### src/rtl/vx_icache_rsp_demux.sv
// Routes icache core responses to per-requester FIFOs selected by low tag bits.
// Optional perf counters enabled by defining VX_ICACHE_RSP_DEMUX_PERF_EN.
module vx_icache_rsp_demux #(
    parameter int NUM_OUTPUTS = 4,
    parameter int WORD_SIZE   = 4,
    parameter int TAG_WIDTH   = 8,
    parameter int DEPTH       = 2,
    localparam int SEL_BITS   = (NUM_OUTPUTS > 1) ? $clog2(NUM_OUTPUTS) : 0,
    localparam int DW         = 8 * WORD_SIZE,
    localparam int TOW        = TAG_WIDTH - SEL_BITS,
    localparam int CW         = $clog2(DEPTH + 1)
) (
    input  logic                       clk,
    input  logic                       reset_n,
    input  logic                       rsp_in_valid,
    input  logic [DW-1:0]              rsp_in_data,
    input  logic [TAG_WIDTH-1:0]       rsp_in_tag,
    output logic                       rsp_in_ready,
    output logic [NUM_OUTPUTS-1:0]     rsp_out_valid,
    output logic [NUM_OUTPUTS*DW-1:0]  rsp_out_data,
    output logic [NUM_OUTPUTS*TOW-1:0] rsp_out_tag,
    input  logic [NUM_OUTPUTS-1:0]     rsp_out_ready,
    output logic [NUM_OUTPUTS*CW-1:0]  rsp_out_count
`ifdef VX_ICACHE_RSP_DEMUX_PERF_EN
    ,
    output logic [31:0]                perf_stall_cycles,
    output logic [31:0]                perf_rsp_count
`endif
);

    localparam int SW = (SEL_BITS > 0) ? SEL_BITS : 1;
    localparam int PW = $clog2(DEPTH);

    logic [SW-1:0]          sel;
    logic [TOW-1:0]         tag_s;
    logic [NUM_OUTPUTS-1:0] full;
    logic [NUM_OUTPUTS-1:0] push;

    generate
        if (SEL_BITS > 0) begin : g_sel
            assign sel = rsp_in_tag[SW-1:0];
        end else begin : g_nosel
            assign sel = '0;
        end
    endgenerate

    assign tag_s = rsp_in_tag[TAG_WIDTH-1:SEL_BITS];

    // Out-of-range selects fall through with ready high and are dropped.
    always_comb begin
        rsp_in_ready = 1'b1;
        for (int i = 0; i < NUM_OUTPUTS; i++) begin
            if (sel == SW'(i)) rsp_in_ready = !full[i];
        end
    end

    generate
        for (genvar i = 0; i < NUM_OUTPUTS; i++) begin : g_out
            logic [PW-1:0]  wr_ptr;
            logic [PW-1:0]  rd_ptr;
            logic [CW-1:0]  count;
            logic [DW-1:0]  data_q [DEPTH];
            logic [TOW-1:0] tag_q  [DEPTH];
            logic           pop;

            assign full[i] = (count == CW'(DEPTH));
            assign push[i] = rsp_in_valid && (sel == SW'(i)) && !full[i];
            assign pop     = (count != '0) && rsp_out_ready[i];

            always_ff @(posedge clk or negedge reset_n) begin
                if (!reset_n) begin
                    wr_ptr <= '0;
                    rd_ptr <= '0;
                    count  <= '0;
                end else begin
                    if (push[i]) wr_ptr <= wr_ptr + PW'(1);
                    if (pop) rd_ptr <= rd_ptr + PW'(1);
                    if (push[i] && !pop) count <= count + CW'(1);
                    else if (pop && !push[i]) count <= count - CW'(1);
                end
            end

            // Payload storage is intentionally left unreset.
            always_ff @(posedge clk) begin
                if (push[i]) begin
                    data_q[wr_ptr] <= rsp_in_data;
                    tag_q[wr_ptr]  <= tag_s;
                end
            end

            assign rsp_out_valid[i]          = (count != '0);
            assign rsp_out_data[i*DW +: DW]  = data_q[rd_ptr];
            assign rsp_out_tag[i*TOW +: TOW] = tag_q[rd_ptr];
            assign rsp_out_count[i*CW +: CW] = count;
        end
    endgenerate

`ifdef VX_ICACHE_RSP_DEMUX_PERF_EN
    always_ff @(posedge clk or negedge reset_n) begin
        if (!reset_n) begin
            perf_stall_cycles <= '0;
            perf_rsp_count    <= '0;
        end else begin
            if (rsp_in_valid && !rsp_in_ready)
                perf_stall_cycles <= perf_stall_cycles + 32'd1;
            if (|push)
                perf_rsp_count <= perf_rsp_count + 32'd1;
        end
    end
`endif

endmodule

### config.mk
export PLATFORM = sky130hd
export DESIGN_NAME = vx_icache_rsp_demux
export DESIGN_NICKNAME = d
export VERILOG_FILES = /design/src/rtl/vx_icache_rsp_demux.sv
export SDC_FILE = /design/constraint.sdc
export NUM_CORES = 1
export LEC_CHECK = 0
export ABC_AREA = 1
export CAP_MARGIN = 20
export CORE_ASPECT_RATIO = 2
export CORE_MARGIN = 2
export CORE_UTILIZATION = 30
export DETAILED_ROUTE_END_ITERATION = 8
export SLEW_MARGIN = 25
export SYNTH_ARGS = -nofsm -noshare
export SYNTH_HDL_FRONTEND = slang
export SYNTH_SLANG_ARGS = --single-unit
### constraint.sdc
create_clock -name clk -period 4.3 [get_ports clk]
set_input_delay 0.645 -clock clk [delete_from_list [all_inputs] [get_ports clk]]
set_output_delay 0.645 -clock clk [all_outputs]
set_load 0.05 [all_outputs]
==> results.md <==
- The flow ran to the end, and the final reports show no timing, DRC or antenna violations.
- The final-report hold violation count was 0.
- The count of nets left with antenna violations after detail routing is 0.
- Counting tap cells, the placed design contains a total of 1648 instances.
- CTS saw 320 sinks.
- During synthesis, Yosys emitted a total of 0 warnings.
- Counting buffers and inverters, the worst setup path is 5 cells deep.
- The antenna diode instance count is 0.
- The critical path goes through inv_2, buf_4, nand2_1, nand2_1, clkdlybuf4s50_1.
- The worst path in the final design needs a cycle of 3.44 ns, including I/O delays and setup.
- The arrival time at the worst endpoint is 2.80 ns.
- The tree is rooted in a sky130_fd_sc_hd__clkbuf_16.
- The number of cells produced by synthesis is 933.
- The met2 routing resource usage after global routing is 0.307.
- The largest vdd supply drop is 0.000424 V.
- The family with the most delay on the worst path is buffers and inverters.
- The global routing met3 resource utilization is 0.0202.
- The kind of start point of the critical path is a flip-flop.
- After the first detailed-routing iteration, the DRC count stood at 366.
- The post-synthesis cell area is 12000 µm².
- The kind of capture point of the worst setup path is an output pin.
- Leaving out filler cells and counting taps, the final layout contains 1699.
- 212 I/O pins were placed.
- The via count of the first global-routing pass came to 7335.
- Across all register-to-register paths, the minimum setup slack is 2.23 ns.
- The layer with the highest usage after global routing is met2.
- Static timing analysis puts the maximum clock frequency at 290 MHz.
- The areal power density over the cells is 755 nW/µm².
- For the pin with the worst max-slew slack, the measured transition is 1.01 ns.
- The path class of the tightest hold or removal check is flip-flop to flip-flop.
- The slowest stage of the critical path belongs to the cell sky130_fd_sc_hd__clkdlybuf4s50_1.
- After synthesis the netlist holds a flip-flop and latch count of 320.
- The tool flagged a number of max-cap violations equal to 0.
- Of the cells placed in the final design, the portion with a size suffix greater than 1 is 0.0571.
- The CTS tree is done.
- The final routed wirelength across all metal layers is 33.3 mm.
- Of the total power, registers draw 0.324.
- The floorplan step defined a die boundary enclosing 41700 µm².
- Setup repair after global routing left no endpoint under its margin.
- In this run, post-CTS repair resized a total of 0 instances.
- The worst clock skew is 0.0173 ns.
- The worst hold path terminates at g_out[1].wr_ptr.
- The number of antenna violations at the first check in global routing was 1.
- Input and output buffers added on the ports amount to 211.
- The capture instance of the worst register-to-register path is g_out[2].data_q[0][8].
- Summed over all nets, the switching power comes to 0.00529 W.
- After filler insertion, the fill cell instance count of the layout stands at 3773.
- The share of power burned in the clock network is 0.204.
- After floorplanning, the core was divided into 103 placement rows.
- The mean number of vias per cell is 4.39.
- For this run, the post-layout net count is 1205.
- The share of total power dissipated in combinational logic is 0.472.
- The first global-routing pass estimated 48.1 mm of wire.
- The cell repeated most along the worst path is sky130_fd_sc_hd__nand2_1.
- The number of nets in the synthesized netlist is 984.
- The number of clock buffers inserted by TritonCTS is 29.
- Before antenna repair, the detailed router went through 4 iterations.
- The remaining global-route overflow is 0.
- The sequential-to-total area share from yosys stat is 0.794.
- From bottom edge to top edge, the die measures 287 µm.
- The depth of the worst register-to-register path is 5.
- Measured along the x axis, the die boundary spans 145 µm.
- In this run the post-CTS setup repair buffer count came out at 0.
- The clock latency on the worst-skew pair is 0.56 ns.
- Adding up every negative setup slack in the final design gives 0 ns.
- The detailed-route wire length per cell is 19.6 µm.
- The final max-slew violation count is 0.
- The required time at the endpoint of the critical path is 3.65 ns.
- The congestion estimate from routability-driven global placement came to 0.799.
- Across every metal layer, demand over resource in global routing totals 0.157.
- In this design, the stage delay of the slowest critical-path cell is 0.80 ns.
- The final routed DRC violation total is 0.
- For this configuration, the core starts out at a cell density of 0.304.
- The library cell used most frequently in the layout, excluding fill and tap cells, is sky130_fd_sc_hd__nand2_1.
- Entering global routing, the biggest net connects 40 pins.
- The number of setup violations in the final report is 0.
- In the layout the commonest cells are sky130_fd_sc_hd__nand2_1 (508), sky130_fd_sc_hd__edfxtp_1 (304), sky130_fd_sc_hd__clkdlybuf4s50_1 (211), sky130_fd_sc_hd__inv_1 (29), sky130_fd_sc_hd__clkbuf_16 (29).
- Of the total power, the share spent switching nets is 0.449.
- The cell-internal power is 0.00648 W.
- The beginning of the worst hold path is g_out[1].wr_ptr.
- Measured against its own limit, the worst slew margin works out to 0.329.
- Detailed placement ended at an HPWL of 20.3 mm.
- The number of H-tree levels is 1.
- The worst hold path passes through 2 cells.
- The maximum count of clock buffers along a single path is 3.
- The via count is 7466.
- From synthesis to final layout, the design area changed by 29.9%.
- The startpoint identified for the worst register-to-register timing path is g_out[2].count[0].
- The analysis attributes to cell leakage a power of 6.01 nW.
- Clock-pin slew was measured on the worst setup and hold paths at 0.07 ns.
- For this run, global-route usage on met1 was measured as 0.170.
- Of all nets on the critical path, the largest fanout is 32.
- The core region is 39400 µm².
- The netlist uses 13 different library cells.
- The type of the worst setup path is flip-flop to output pin.
- The number of buffer and inverter stages on the critical path is 3.
- The final cycle utilization of the critical path is 0.801.
- After synthesis, the mean cell area works out to 12.9 µm².
- The post-cts hold buffer count is 0.
-- cell families (layout without fill, tap and decap cells) --
group,Yosys count,count (layout),synth area share
buf+inv,70,311,0.0284
xor+xnor,4,4,0.00292
simple gates,535,535,0.170
flops,320,320,0.794
fa+ha+maj,4,4,0.00417
-- sequential cells by signal (all words and copies together), names as in the netlist --
| name | flops |
|---|---|
| g_out.count | 8 |
| g_out.wr_ptr | 4 |
| g_out.data_q | 256 |
| g_out.tag_q | 48 |
| g_out.rd_ptr | 4 |
-- power groups by stage --
stage               combinational (W)  clock (W)  sequential, W
floorplan                     0.00344          0        0.00400
global placement              0.00562          0        0.00387
detailed placement            0.00564          0        0.00388
CTS                           0.00566    0.00248        0.00381
global route                  0.00585    0.00259        0.00384
finish                        0.00555    0.00240        0.00381
-- routing by layer --
metal,share of wire,routed length [µm]
met1,0.36,11900
met2,0.56,18700
met3,0.047,1570
met4,0.034,1140
met5,0.00030,10
-- cell usage after synthesis --
master	instances	area share
sky130_fd_sc_hd__buf_2	17	0.0071
sky130_fd_sc_hd__edfxtp_1	304	0.76
sky130_fd_sc_hd__inv_1	33	0.010
sky130_fd_sc_hd__ha_1	4	0.0042
sky130_fd_sc_hd__clkbuf_1	1	0.00031
sky130_fd_sc_hd__buf_4	15	0.0094
sky130_fd_sc_hd__nand2_1	508	0.16
sky130_fd_sc_hd__dfrtp_1	16	0.033
sky130_fd_sc_hd__nand3_1	12	0.0050
sky130_fd_sc_hd__inv_2	4	0.0013
sky130_fd_sc_hd__nor2_1	7	0.0022
sky130_fd_sc_hd__xnor2_1	4	0.0029
sky130_fd_sc_hd__nand4_1	8	0.0042
-- worst max path at each step --
stage / from / endpoint / slack (ns)
3_5_place_dp: rsp_in_tag[1] / rsp_in_ready / 1.26
6_report: g_out[1].rd_ptr / rsp_out_data[50] / 0.86
4_1_cts: g_out[1].rd_ptr / rsp_out_tag[6] / 0.79
3_3_place_gp: rsp_in_tag[1] / rsp_in_ready / 1.26
5_1_grt: g_out[1].rd_ptr / rsp_out_data[43] / 0.71
2_1_floorplan: g_out[1].count[0] / g_out[1].data_q[1][0] / 1.23
-- cell type report --
type	instances	area (µm²)	share of cell area
flip-flops and latches	320	9530	0.612
well taps	525	657	0.0421
inverters	37	141	0.00907
clock inverters	15	104	0.00666
clock buffers	36	752	0.0482
multi-input cells	543	2160	0.138
repair buffers	223	2240	0.144
-- stage by stage --
stage	instance area, µm²	setup slack, ns	hold slack (ns)	utilization	power (W)
after floorplan	12000	1.23	0.349	-	0.00744
after CTS	15600	0.794	0.473	0.395	0.0119
final	15600	0.857	0.472	0.395	0.0118
after global placement	14700	1.26	0.453	0.373	0.00948
after global routing	15600	0.712	0.514	0.395	0.0123
after detailed placement	14700	1.26	0.458	0.374	0.00952
-- worst reg2reg max path: stages (launching register included) --
cell	delay (ns)
sky130_fd_sc_hd__dfrtp_1	0.41
sky130_fd_sc_hd__inv_1	0.09
sky130_fd_sc_hd__nand2_1	0.13
sky130_fd_sc_hd__nand4_1	0.16
sky130_fd_sc_hd__inv_2	0.49
sky130_fd_sc_hd__buf_4	0.45
Power figures use the tool's default switching activity.
